### src/rtl/tile_scheduler_pkg.sv
// Shared types and sizing for the tile scheduler: array geometry, FSM state
// encoding, dataflow mode encoding and the tile command record.
package tile_scheduler_pkg;

  // Geometry of the small systolic array.
  localparam int SMALL_SYS_ROWS = 8;
  localparam int SMALL_SYS_COLS = 8;

  // Default width of job sizes and tile offset/length fields.
  localparam int TS_DIM_W = 5;

  typedef enum logic [1:0] {
    ST_IDLE  = 2'b00,
    ST_ISSUE = 2'b01,
    ST_WAIT  = 2'b10,
    ST_DONE  = 2'b11
  } tile_state_e;

  typedef enum logic [1:0] {
    MODE_WIDE_DEEP = 2'b00,
    MODE_VERT      = 2'b01,
    MODE_TALL_WIDE = 2'b10,
    MODE_TALL      = 2'b11
  } mode_e;

  // One tile command as presented to the array.
  typedef struct packed {
    logic [TS_DIM_W-1:0] k_off;
    logic [TS_DIM_W-1:0] k_len;
    logic [TS_DIM_W-1:0] n_off;
    logic [TS_DIM_W-1:0] n_len;
    logic                acc_clr;
    logic                last_k;
  } tile_cmd_t;

endpackage

### src/rtl/tile_scheduler_decode.sv
// Dataflow decoder: picks the array mode and operand mux selects from the
// job shape. A job is "tall" when its reduction fits in one tile's rows and
// "wide" when its output columns span more than one tile.
module tile_scheduler_decode
  import tile_scheduler_pkg::*;
#(
  parameter int DIM_W    = TS_DIM_W,
  parameter int SYS_ROWS = SMALL_SYS_ROWS,
  parameter int SYS_COLS = SMALL_SYS_COLS
) (
  input  logic [DIM_W-1:0] ksize,
  input  logic [DIM_W-1:0] nsize,
  output mode_e            mode,
  output logic             if_mux_sel,
  output logic             w_mux_sel
);

  localparam logic [DIM_W:0] ROWS_X = (DIM_W+1)'(SYS_ROWS);
  localparam logic [DIM_W:0] COLS_X = (DIM_W+1)'(SYS_COLS);

  logic tall;
  logic wide;

  assign tall = ({1'b0, ksize} <= ROWS_X);
  assign wide = ({1'b0, nsize} >  COLS_X);

  // Shape to mode/mux table; deep jobs stream input features, tall ones weights.
  always_comb begin
    mode       = MODE_TALL;
    if_mux_sel = 1'b0;
    w_mux_sel  = 1'b1;
    case ({tall, wide})
      2'b01: begin mode = MODE_WIDE_DEEP; if_mux_sel = 1'b1; w_mux_sel = 1'b0; end
      2'b00: begin mode = MODE_VERT;      if_mux_sel = 1'b1; w_mux_sel = 1'b0; end
      2'b11: begin mode = MODE_TALL_WIDE; if_mux_sel = 1'b0; w_mux_sel = 1'b1; end
      default: begin mode = MODE_TALL;    if_mux_sel = 1'b0; w_mux_sel = 1'b1; end
    endcase
  end

endmodule

### src/rtl/tile_scheduler.sv
// Job-level controller for the small systolic array. Accepts a GEMM job,
// latches its dataflow configuration and walks the job tile by tile
// (n-tiles outer, k-tiles inner), waiting for the array after every tile.
//
// Handshakes: a transfer happens on a rising clk edge where valid and ready
// are both high. start_ready is high only in IDLE. tile_valid, once raised,
// stays high with every tile field stable until tile_ready is seen (or the
// job is aborted / reset).
module tile_scheduler
  import tile_scheduler_pkg::*;
#(
  parameter int DIM_W    = TS_DIM_W,
  parameter int SYS_ROWS = SMALL_SYS_ROWS,
  parameter int SYS_COLS = SMALL_SYS_COLS
) (
  input  logic             clk,
  input  logic             rst,
  input  logic             start_valid,
  output logic             start_ready,
  input  logic [DIM_W-1:0] ksize,
  input  logic [DIM_W-1:0] nsize,
  input  logic             abort,
  output logic             tile_valid,
  input  logic             tile_ready,
  output logic [DIM_W-1:0] tile_k_off,
  output logic [DIM_W-1:0] tile_k_len,
  output logic [DIM_W-1:0] tile_n_off,
  output logic [DIM_W-1:0] tile_n_len,
  output logic             tile_acc_clr,
  output logic             tile_last_k,
  input  logic             array_done,
  output logic [1:0]       mode,
  output logic             if_mux_sel,
  output logic             w_mux_sel,
  output logic             busy,
  output logic             job_done,
  output logic             err,
  output tile_state_e      dbg_state
);

  localparam logic [1:0] S_IDLE  = 2'b00;
  localparam logic [1:0] S_ISSUE = 2'b01;
  localparam logic [1:0] S_WAIT  = 2'b10;
  localparam logic [1:0] S_DONE  = 2'b11;

  // One extra bit so offset + tile extent never wraps (e.g. 24 + 8 vs 31).
  localparam logic [DIM_W:0] ROWS_X = (DIM_W+1)'(SYS_ROWS);
  localparam logic [DIM_W:0] COLS_X = (DIM_W+1)'(SYS_COLS);

  logic [1:0]       state_q, state_d;
  logic [DIM_W-1:0] ksize_q, ksize_d;
  logic [DIM_W-1:0] nsize_q, nsize_d;
  logic [DIM_W-1:0] k_off_q, k_off_d;
  logic [DIM_W-1:0] n_off_q, n_off_d;
  logic [1:0]       mode_q, mode_d;
  logic             if_sel_q, if_sel_d;
  logic             w_sel_q, w_sel_d;
  logic             err_q, err_d;

  mode_e            dec_mode;
  logic             dec_if_sel;
  logic             dec_w_sel;

  logic [DIM_W:0]   ksize_x, nsize_x, k_off_x, n_off_x;
  logic [DIM_W:0]   k_next_x, n_next_x, k_rem_x, n_rem_x;
  logic             last_k, last_n;
  tile_cmd_t        cmd;

  // Decoder sees the live request sizes; its result is captured at the handshake.
  tile_scheduler_decode #(
    .DIM_W    (DIM_W),
    .SYS_ROWS (SYS_ROWS),
    .SYS_COLS (SYS_COLS)
  ) u_decode (
    .ksize      (ksize),
    .nsize      (nsize),
    .mode       (dec_mode),
    .if_mux_sel (dec_if_sel),
    .w_mux_sel  (dec_w_sel)
  );

  assign ksize_x  = {1'b0, ksize_q};
  assign nsize_x  = {1'b0, nsize_q};
  assign k_off_x  = {1'b0, k_off_q};
  assign n_off_x  = {1'b0, n_off_q};
  assign k_next_x = k_off_x + ROWS_X;
  assign n_next_x = n_off_x + COLS_X;
  assign k_rem_x  = ksize_x - k_off_x;
  assign n_rem_x  = nsize_x - n_off_x;
  assign last_k   = (k_next_x >= ksize_x);
  assign last_n   = (n_next_x >= nsize_x);

  // Tile command fields; held at zero whenever no command is being offered.
  always_comb begin
    cmd = '0;
    if (state_q == S_ISSUE) begin
      cmd.k_off   = k_off_q;
      cmd.k_len   = (k_rem_x > ROWS_X) ? ROWS_X[DIM_W-1:0] : k_rem_x[DIM_W-1:0];
      cmd.n_off   = n_off_q;
      cmd.n_len   = (n_rem_x > COLS_X) ? COLS_X[DIM_W-1:0] : n_rem_x[DIM_W-1:0];
      cmd.acc_clr = (k_off_q == '0);
      cmd.last_k  = last_k;
    end
  end

  // Next-state, counter, configuration and error logic.
  always_comb begin
    state_d  = state_q;
    ksize_d  = ksize_q;
    nsize_d  = nsize_q;
    k_off_d  = k_off_q;
    n_off_d  = n_off_q;
    mode_d   = mode_q;
    if_sel_d = if_sel_q;
    w_sel_d  = w_sel_q;
    err_d    = err_q;
    case (state_q)
      S_IDLE: begin
        // abort is meaningless here; a stray array_done flags an error.
        if (start_valid) begin
          ksize_d  = ksize;
          nsize_d  = nsize;
          k_off_d  = '0;
          n_off_d  = '0;
          mode_d   = dec_mode;
          if_sel_d = dec_if_sel;
          w_sel_d  = dec_w_sel;
          err_d    = 1'b0;
          if ((ksize == '0) || (nsize == '0)) begin
            err_d   = 1'b1;
            state_d = S_DONE;
          end else begin
            state_d = S_ISSUE;
          end
        end
        if (array_done) err_d = 1'b1;
      end
      S_ISSUE: begin
        if (abort) begin
          state_d = S_IDLE;
        end else begin
          if (array_done) err_d = 1'b1;
          if (tile_ready) state_d = S_WAIT;
        end
      end
      S_WAIT: begin
        if (abort) begin
          state_d = S_IDLE;
        end else if (array_done) begin
          if (last_k && last_n) begin
            state_d = S_DONE;
          end else if (last_k) begin
            k_off_d = '0;
            n_off_d = n_next_x[DIM_W-1:0];
            state_d = S_ISSUE;
          end else begin
            k_off_d = k_next_x[DIM_W-1:0];
            state_d = S_ISSUE;
          end
        end
      end
      default: begin
        // S_DONE: one-cycle completion pulse, always back to IDLE.
        if (!abort && array_done) err_d = 1'b1;
        state_d = S_IDLE;
      end
    endcase
  end

  // State and datapath registers with asynchronous active-low reset.
  always_ff @(posedge clk or negedge rst) begin
    if (!rst) begin
      state_q  <= S_IDLE;
      ksize_q  <= '0;
      nsize_q  <= '0;
      k_off_q  <= '0;
      n_off_q  <= '0;
      mode_q   <= '0;
      if_sel_q <= 1'b0;
      w_sel_q  <= 1'b0;
      err_q    <= 1'b0;
    end else begin
      state_q  <= state_d;
      ksize_q  <= ksize_d;
      nsize_q  <= nsize_d;
      k_off_q  <= k_off_d;
      n_off_q  <= n_off_d;
      mode_q   <= mode_d;
      if_sel_q <= if_sel_d;
      w_sel_q  <= w_sel_d;
      err_q    <= err_d;
    end
  end

  assign start_ready  = (state_q == S_IDLE);
  assign busy         = (state_q != S_IDLE);
  assign tile_valid   = (state_q == S_ISSUE);
  assign job_done     = (state_q == S_DONE);
  assign tile_k_off   = cmd.k_off;
  assign tile_k_len   = cmd.k_len;
  assign tile_n_off   = cmd.n_off;
  assign tile_n_len   = cmd.n_len;
  assign tile_acc_clr = cmd.acc_clr;
  assign tile_last_k  = cmd.last_k;
  assign mode         = mode_q;
  assign if_mux_sel   = if_sel_q;
  assign w_mux_sel    = w_sel_q;
  assign err          = err_q;
  assign dbg_state    = tile_state_e'(state_q);

endmodule

### config.mk
export PLATFORM = sky130hd
export DESIGN_NAME = tile_scheduler
export DESIGN_NICKNAME = d
export VERILOG_FILES = /design/src/rtl/tile_scheduler_pkg.sv /design/src/rtl/tile_scheduler_decode.sv /design/src/rtl/tile_scheduler.sv
export SDC_FILE = /design/constraint.sdc
export NUM_CORES = 1
export LEC_CHECK = 0
export CORE_MARGIN = 1
export CORE_UTILIZATION = 50
export DETAILED_ROUTE_END_ITERATION = 7
export GPL_TIMING_DRIVEN = 0
export PLACE_DENSITY = 0.89
export SYNTH_ARGS = -nofsm -noshare
export SYNTH_HDL_FRONTEND = slang
export SYNTH_SLANG_ARGS = --single-unit
export TNS_END_PERCENT = 20
### constraint.sdc
create_clock -name clk -period 5.7 [get_ports clk]
set_input_delay 1.14 -clock clk [delete_from_list [all_inputs] [get_ports clk]]
set_output_delay 1.14 -clock clk [all_outputs]
set_load 0.01 [all_outputs]
==> results of run 1 <==
## layer usage
metal,up-vias,global-route usage,part of all wire
met5,-,0,0
met4,0,0.06620,0.011
met3,6,0.01843,0.037
met2,33,0.4420,0.54
met1,604,0.2559,0.41
li1,634,-,-
## power groups by stage
| stage | clock [uW] | sequential (uW) | combinational (uW) |
|---|---|---|---|
| floorplan | 0 | 220 | 184 |
| global placement | 0 | 222 | 293 |
| detailed placement | 0 | 226 | 309 |
| CTS | 71.0 | 223 | 312 |
| global route | 76.5 | 229 | 345 |
| finish | 71.4 | 224 | 312 |
## worst max-delay path, cell delays in order (launching register included)
cell and delay [ns]:
dfrtp_1 0.43, inv_1 0.15, fa_1 0.49, o21ai_0 0.25
o21ai_0 0.27, nor2_1 0.15, clkdlybuf4s50_1 0.55
## cells in the final DEF, fill, tap and decap left out, drive strengths merged, types with 3 or more instances in the layout
cell type	netlist	routed
ha	13	13
buf	11	11
o21ai	5	5
a21oi	8	8
clkdlybuf4s50	0	40
nor3	3	3
nor2	13	13
nand2b	5	5
and4	6	6
inv	15	15
clkbuf	1	4
dfrtp	21	21
nand2	8	8
nor2b	5	5
mux2	12	12
conb	2	12
## stage by stage
stage               cells  hold WS (ns)    util  setup slack (ns)
finish                242        0.4929  0.7168             1.981
global placement      238        0.4679  0.7070             2.422
CTS                   242        0.4984  0.7168             1.996
floorplan             167        0.4913       -             3.019
global route          242        0.5386  0.7168             1.729
detailed placement    238        0.4712  0.7070             2.343
## kinds of logic after synthesis
kind of cell    count (synthesis)  share of synthesized area
simple gates                   50                     0.1935
compound gates                 28                     0.1271
buf+inv                        27                    0.08969
flops                          21                     0.3488
fa+ha+maj                      15                     0.1346
mux                            12                    0.08970
other cells                     2                   0.004985
xor+xnor                        2                    0.01163
## area by class of cell
class / instances / area, um2 / share of cell area
buffer: 12 / 78.83 / 0.03920
sequential: 21 / 525.5 / 0.2614
multi-input combinational: 119 / 883.3 / 0.4393
tap: 31 / 38.79 / 0.01929
clock inverter: 1 / 5.005 / 0.002489
timing repair buffer: 40 / 400.4 / 0.1991
inverter: 15 / 56.30 / 0.02800
clock buffer: 3 / 22.52 / 0.01120
## worst paths after layout
kind                       cells after the start           end
max in group asynchronous                      1    ksize_q[0]
min in group asynchronous                      1  dbg_state[0]
max reg2reg                                    6    k_off_q[4]
max                                            6   tile_last_k
min reg2reg                                    2       mode[1]
min                                            2       mode[1]
## sequential cells by signal, indices dropped and copies added, names as in the netlist
register / flops
if_mux_sel: 1
mode: 2
dbg_state: 2
n_off_q: 2
k_off_q: 2
w_mux_sel: 1
ksize_q: 5
nsize_q: 5
err: 1
==> results.yml, run 1 <==
drt:
  drt-initial-drc-count: 28
  ant_nets: 0
  routed_wl_um: 3381
  routedWlPerCell_um: 13.97
  drcViolationCount: 8
  via_per_inst: 5.277
  firstDrtPassIters: 6
  num_vias: 1277
layout:
  drive_above_1_share: 0.1469
  final_area_um2: 2011
  area_growth_pct: 33.47
  diodes: 0
  final_nets: 243
  fill_cells: 218
sta:
  maxSlewHeadroom: 0.3726
  fmax_ghz: 0.2689
  fin_tns_setup_ns: 0
  slew_viol_final: 0
  tightest_slew_ns: 0.9382
  skew_ns: 0.01184
  rsz0062_at_grt: "false"
  period_needed_ns: 3.719
  finalHoldViolCount: 0
  period_share: 0.6524
  setup_viol: 0
synth:
  yosys_warnings: 0
  synth_common_cells: "dfrtp_1, inv_1, ha_1, nor2_1, mux2_2"
  yosysMostFrequentCell: "dfrtp_1"
  yosys.area.top_type_share: 0.3488
  synth.distinct_cells: 39
  synthArstFlopShare: 1.000
  synth_edf_count: 0
  syn_area_um2: 1506
  yosys.area.top_type: "dfrtp_1"
  synth_top_flop_cell: "dfrtp_1"
  synthCells: 157
  syn_avg_cell_area_um2: 9.595
  yosys-top-cells-area: "dfrtp_1, ha_1, mux2_2"
  synth_seq_area_share: 0.3488
  ys_ff_latch: 21
floorplan:
  start_util: 0.5370
  ios: 49
  die_x_um: 56.89
  core_um2: 2805
  fp-row-count: 19
  die_h_um: 56.89
  die_area_um2: 3236
cts:
  clock-root-buffer: "clkbuf_4"
  clk_pin_slew_ns: 0.11
  cts_buffer_depth: 2
  post_cts_resized: 0
  clkSinkCount: 21
  clkLatencyLatePin_ns: 0.31
  holdBufCountCts: 0
  post_cts_buffers: 0
  cts_buffers: 3
  cts_tree: "done"
  cts_max_level: 1
worst_setup_path:
  end_kind: "primary output"
  worstPathArrival_ns: 2.58
  rrSetupSlack_ns: 3.52
  regToRegStartpoint: "k_off_q[3]"
  path_class: "register to primary output"
  crit_path_start_kind: "register"
  crit_fanout: 5
  cp-startpoint: "k_off_q[3]"
  worst-endpoint-required_ns: 4.56
global_routing:
  grt_overflow: 0
  globalRouteTotalUtil: 0.2261
  antenna_found_initial: 0
  grt_max_degree: 22
  grt_pass1_vias: 1347
  grt_pass1_wl_um: 5692
pwr:
  switching_power_uw: 231.7
  power_frac_seq: 0.368
  design_power_total_uw: 607.3
  swShare: 0.3816
  p_comb_frac: 0.514
  p_leak_uw: 0.0009307
  internal_power_uw: 375.6
  peakVddDrop_mv: 0.2721
  p_clk_frac: 0.118
  p_per_area_nw_per_um2: 302.0
placement:
  portBuffers: 40
  dp_hpwl_um: 2757
  place_area_um2: 1983
  place.gp.congestion: 0.8716
run:
  maxCapViolations: 0
hold_path:
  min_path_type: "register to register"
  hold_start: "mode[1]"
outcome:
  status: "finished, violations left"
  violations: "design-rule violations"
Power figures use the tool's default switching activity.
==> run 2: changes to the inputs <==
--- a/config.mk
+++ b/config.mk
@@ -6,10 +6,10 @@
 export NUM_CORES = 1
 export LEC_CHECK = 0
 export CORE_MARGIN = 1
-export CORE_UTILIZATION = 50
+export CORE_UTILIZATION = 46
 export DETAILED_ROUTE_END_ITERATION = 7
 export GPL_TIMING_DRIVEN = 0
-export PLACE_DENSITY = 0.89
+export PLACE_DENSITY = 0.83
 export SYNTH_ARGS = -nofsm -noshare
 export SYNTH_HDL_FRONTEND = slang
 export SYNTH_SLANG_ARGS = --single-unit
==> constraint.sdc (replaced) <==
create_clock -name clk -period 3.63 [get_ports clk]
set_input_delay 0.726 -clock clk [delete_from_list [all_inputs] [get_ports clk]]
set_output_delay 0.726 -clock clk [all_outputs]
set_load 0.01 [all_outputs]
==> results.yml, run 2 (synthesis gave the netlist of run 1 again) <==
layout:
  final_area_um2: 2027
  fill_cells: 285
  diodes: 0
  final_cell_mix: "clkdlybuf4s50_1, dfrtp_1, inv_1"
  final_nets: 243
  area_growth_pct: 34.55
  reg.largest.list: "ksize_q (5), nsize_q (5)"
  final_common_cell: "clkdlybuf4s50_1"
  drive_above_1_share: 0.1469
sta:
  tightest_slew_ns: 0.9514
  rsz0062_at_grt: "false"
  maxSlewHeadroom: 0.3637
  period_needed_ns: 3.290
  slew_viol_final: 0
  finalHoldViolCount: 0
  fmax_ghz: 0.3039
  setup_viol: 0
  skew_ns: 0.003491
  fin_tns_setup_ns: 0
  hold_ws_ns: 0.5001
  period_share: 0.9064
cts:
  cts_buffer_depth: 2
  clkLatencyLatePin_ns: 0.30
  post_cts_resized: 0
  clk_pin_slew_ns: 0.11
  clkSinkCount: 21
  cts_buffers: 3
  holdBufCountCts: 0
  cts_tree: "done"
  clock-root-buffer: "clkbuf_4"
  post_cts_buffers: 0
  cts_max_level: 1
placement:
  place.gp.congestion: 0.9034
  portBuffers: 40
  place_area_um2: 1999
  dp_hpwl_um: 2713
worst_setup_path:
  max_stage_delay_ns: 0.55
  worstPathArrival_ns: 2.56
  worst-endpoint-required_ns: 2.90
  path_class: "register to primary output"
  crit_chain: "inv_1 -> ha_1 -> nor4b_1 -> o21ai_0 -> nor2_1 -> clkdlybuf4s50_1"
  worst-r2r-cell-count: 6
  crit_path_start_kind: "register"
  crit_fanout: 5
  end_kind: "primary output"
  cpMaxStageDelayCell: "clkdlybuf4s50_1"
global_routing:
  grt_pass1_vias: 1344
  grt_pass1_wl_um: 5616
  antenna_found_initial: 0
  grt_overflow: 0
  globalRouteTotalUtil: 0.2096
  grt_max_degree: 22
floorplan:
  die_h_um: 59.23
  core_um2: 3078
  fp-row-count: 20
  start_util: 0.4894
  die_x_um: 59.23
  ios: 49
  die_area_um2: 3508
drt:
  drt-initial-drc-count: 24
  drcViolationCount: 0
  firstDrtPassIters: 4
  routed_wl_um: 3314
  ant_nets: 0
  routedWlPerCell_um: 13.00
  via_per_inst: 5.098
  num_vias: 1300
pwr:
  p_per_area_nw_per_um2: 465.3
  peakVddDrop_mv: 0.3608
  p_leak_uw: 0.0009307
  design_power_total_uw: 943.1
hold_path:
  min_path_cells: 2
  min_path_type: "register to register"
outcome:
  status: "finished clean"
run:
  maxCapViolations: 0
-- run 2: cell counts in the layout (fill, tap and decap cells not counted) --
No cell type changed its count.
-- run 2: power breakdown --
group	leakage, uW	switching (uW)	internal (uW)
clock	0.0000177	69.0	41.0
combinational	0.000655	227	255
sequential	0.000258	58.4	293
total	0.000931	354	589
-- run 2: cell type report --
type                    count  area [um2]  share of cell area
clock inverters             1       5.005            0.002469
well taps                  44       55.05             0.02716
repair buffers             40       400.4              0.1975
flip-flops and latches     21       525.5              0.2593
plain buffers              12       78.83             0.03889
inverters                  15       56.30             0.02778
clock buffers               3       22.52             0.01111
multi-input cells         119       883.3              0.4358
-- run 2: worst paths after layout --
check | start | endpoint | slack, ns
worst min-delay path | mode[1] | mode[1] | 0.50
min in group asynchronous | rst | err | 0.94
max in group asynchronous | rst | ksize_q[0] | 2.11
worst max register to register | k_off_q[3] | dbg_state[1] | 1.47
worst min register to register | mode[1] | mode[1] | 0.50
worst max-delay path | k_off_q[3] | tile_last_k | 0.34
-- run 2: critical path, delay by kind of cell, from the launching register on --
family          cells  cell delay [ns]
buf+inv             2             0.68
fa+ha+maj           1             0.31
compound gates      1             0.30
flops               1             0.41
simple gates        2             0.56
-- run 2: layer usage --
metal | up-vias | track usage | part of all wire
li1 | 630 | - | -
met1 | 629 | 0.2382 | 0.42
met4 | 0 | 0.07823 | 0.0039
met2 | 39 | 0.3917 | 0.54
met5 | - | 0 | 0
met3 | 2 | 0.03057 | 0.036
-- run 2: stage by stage --
| step | worst slack, ns | utilization | std cells |
|---|---|---|---|
| floorplan | 1.363 | - | 167 |
| global placement | 0.7711 | 0.6496 | 251 |
| detailed placement | 0.7059 | 0.6496 | 251 |
| CTS | 0.3360 | 0.6585 | 255 |
| global route | 0.1874 | 0.6585 | 255 |
| finish | 0.3399 | 0.6585 | 255 |
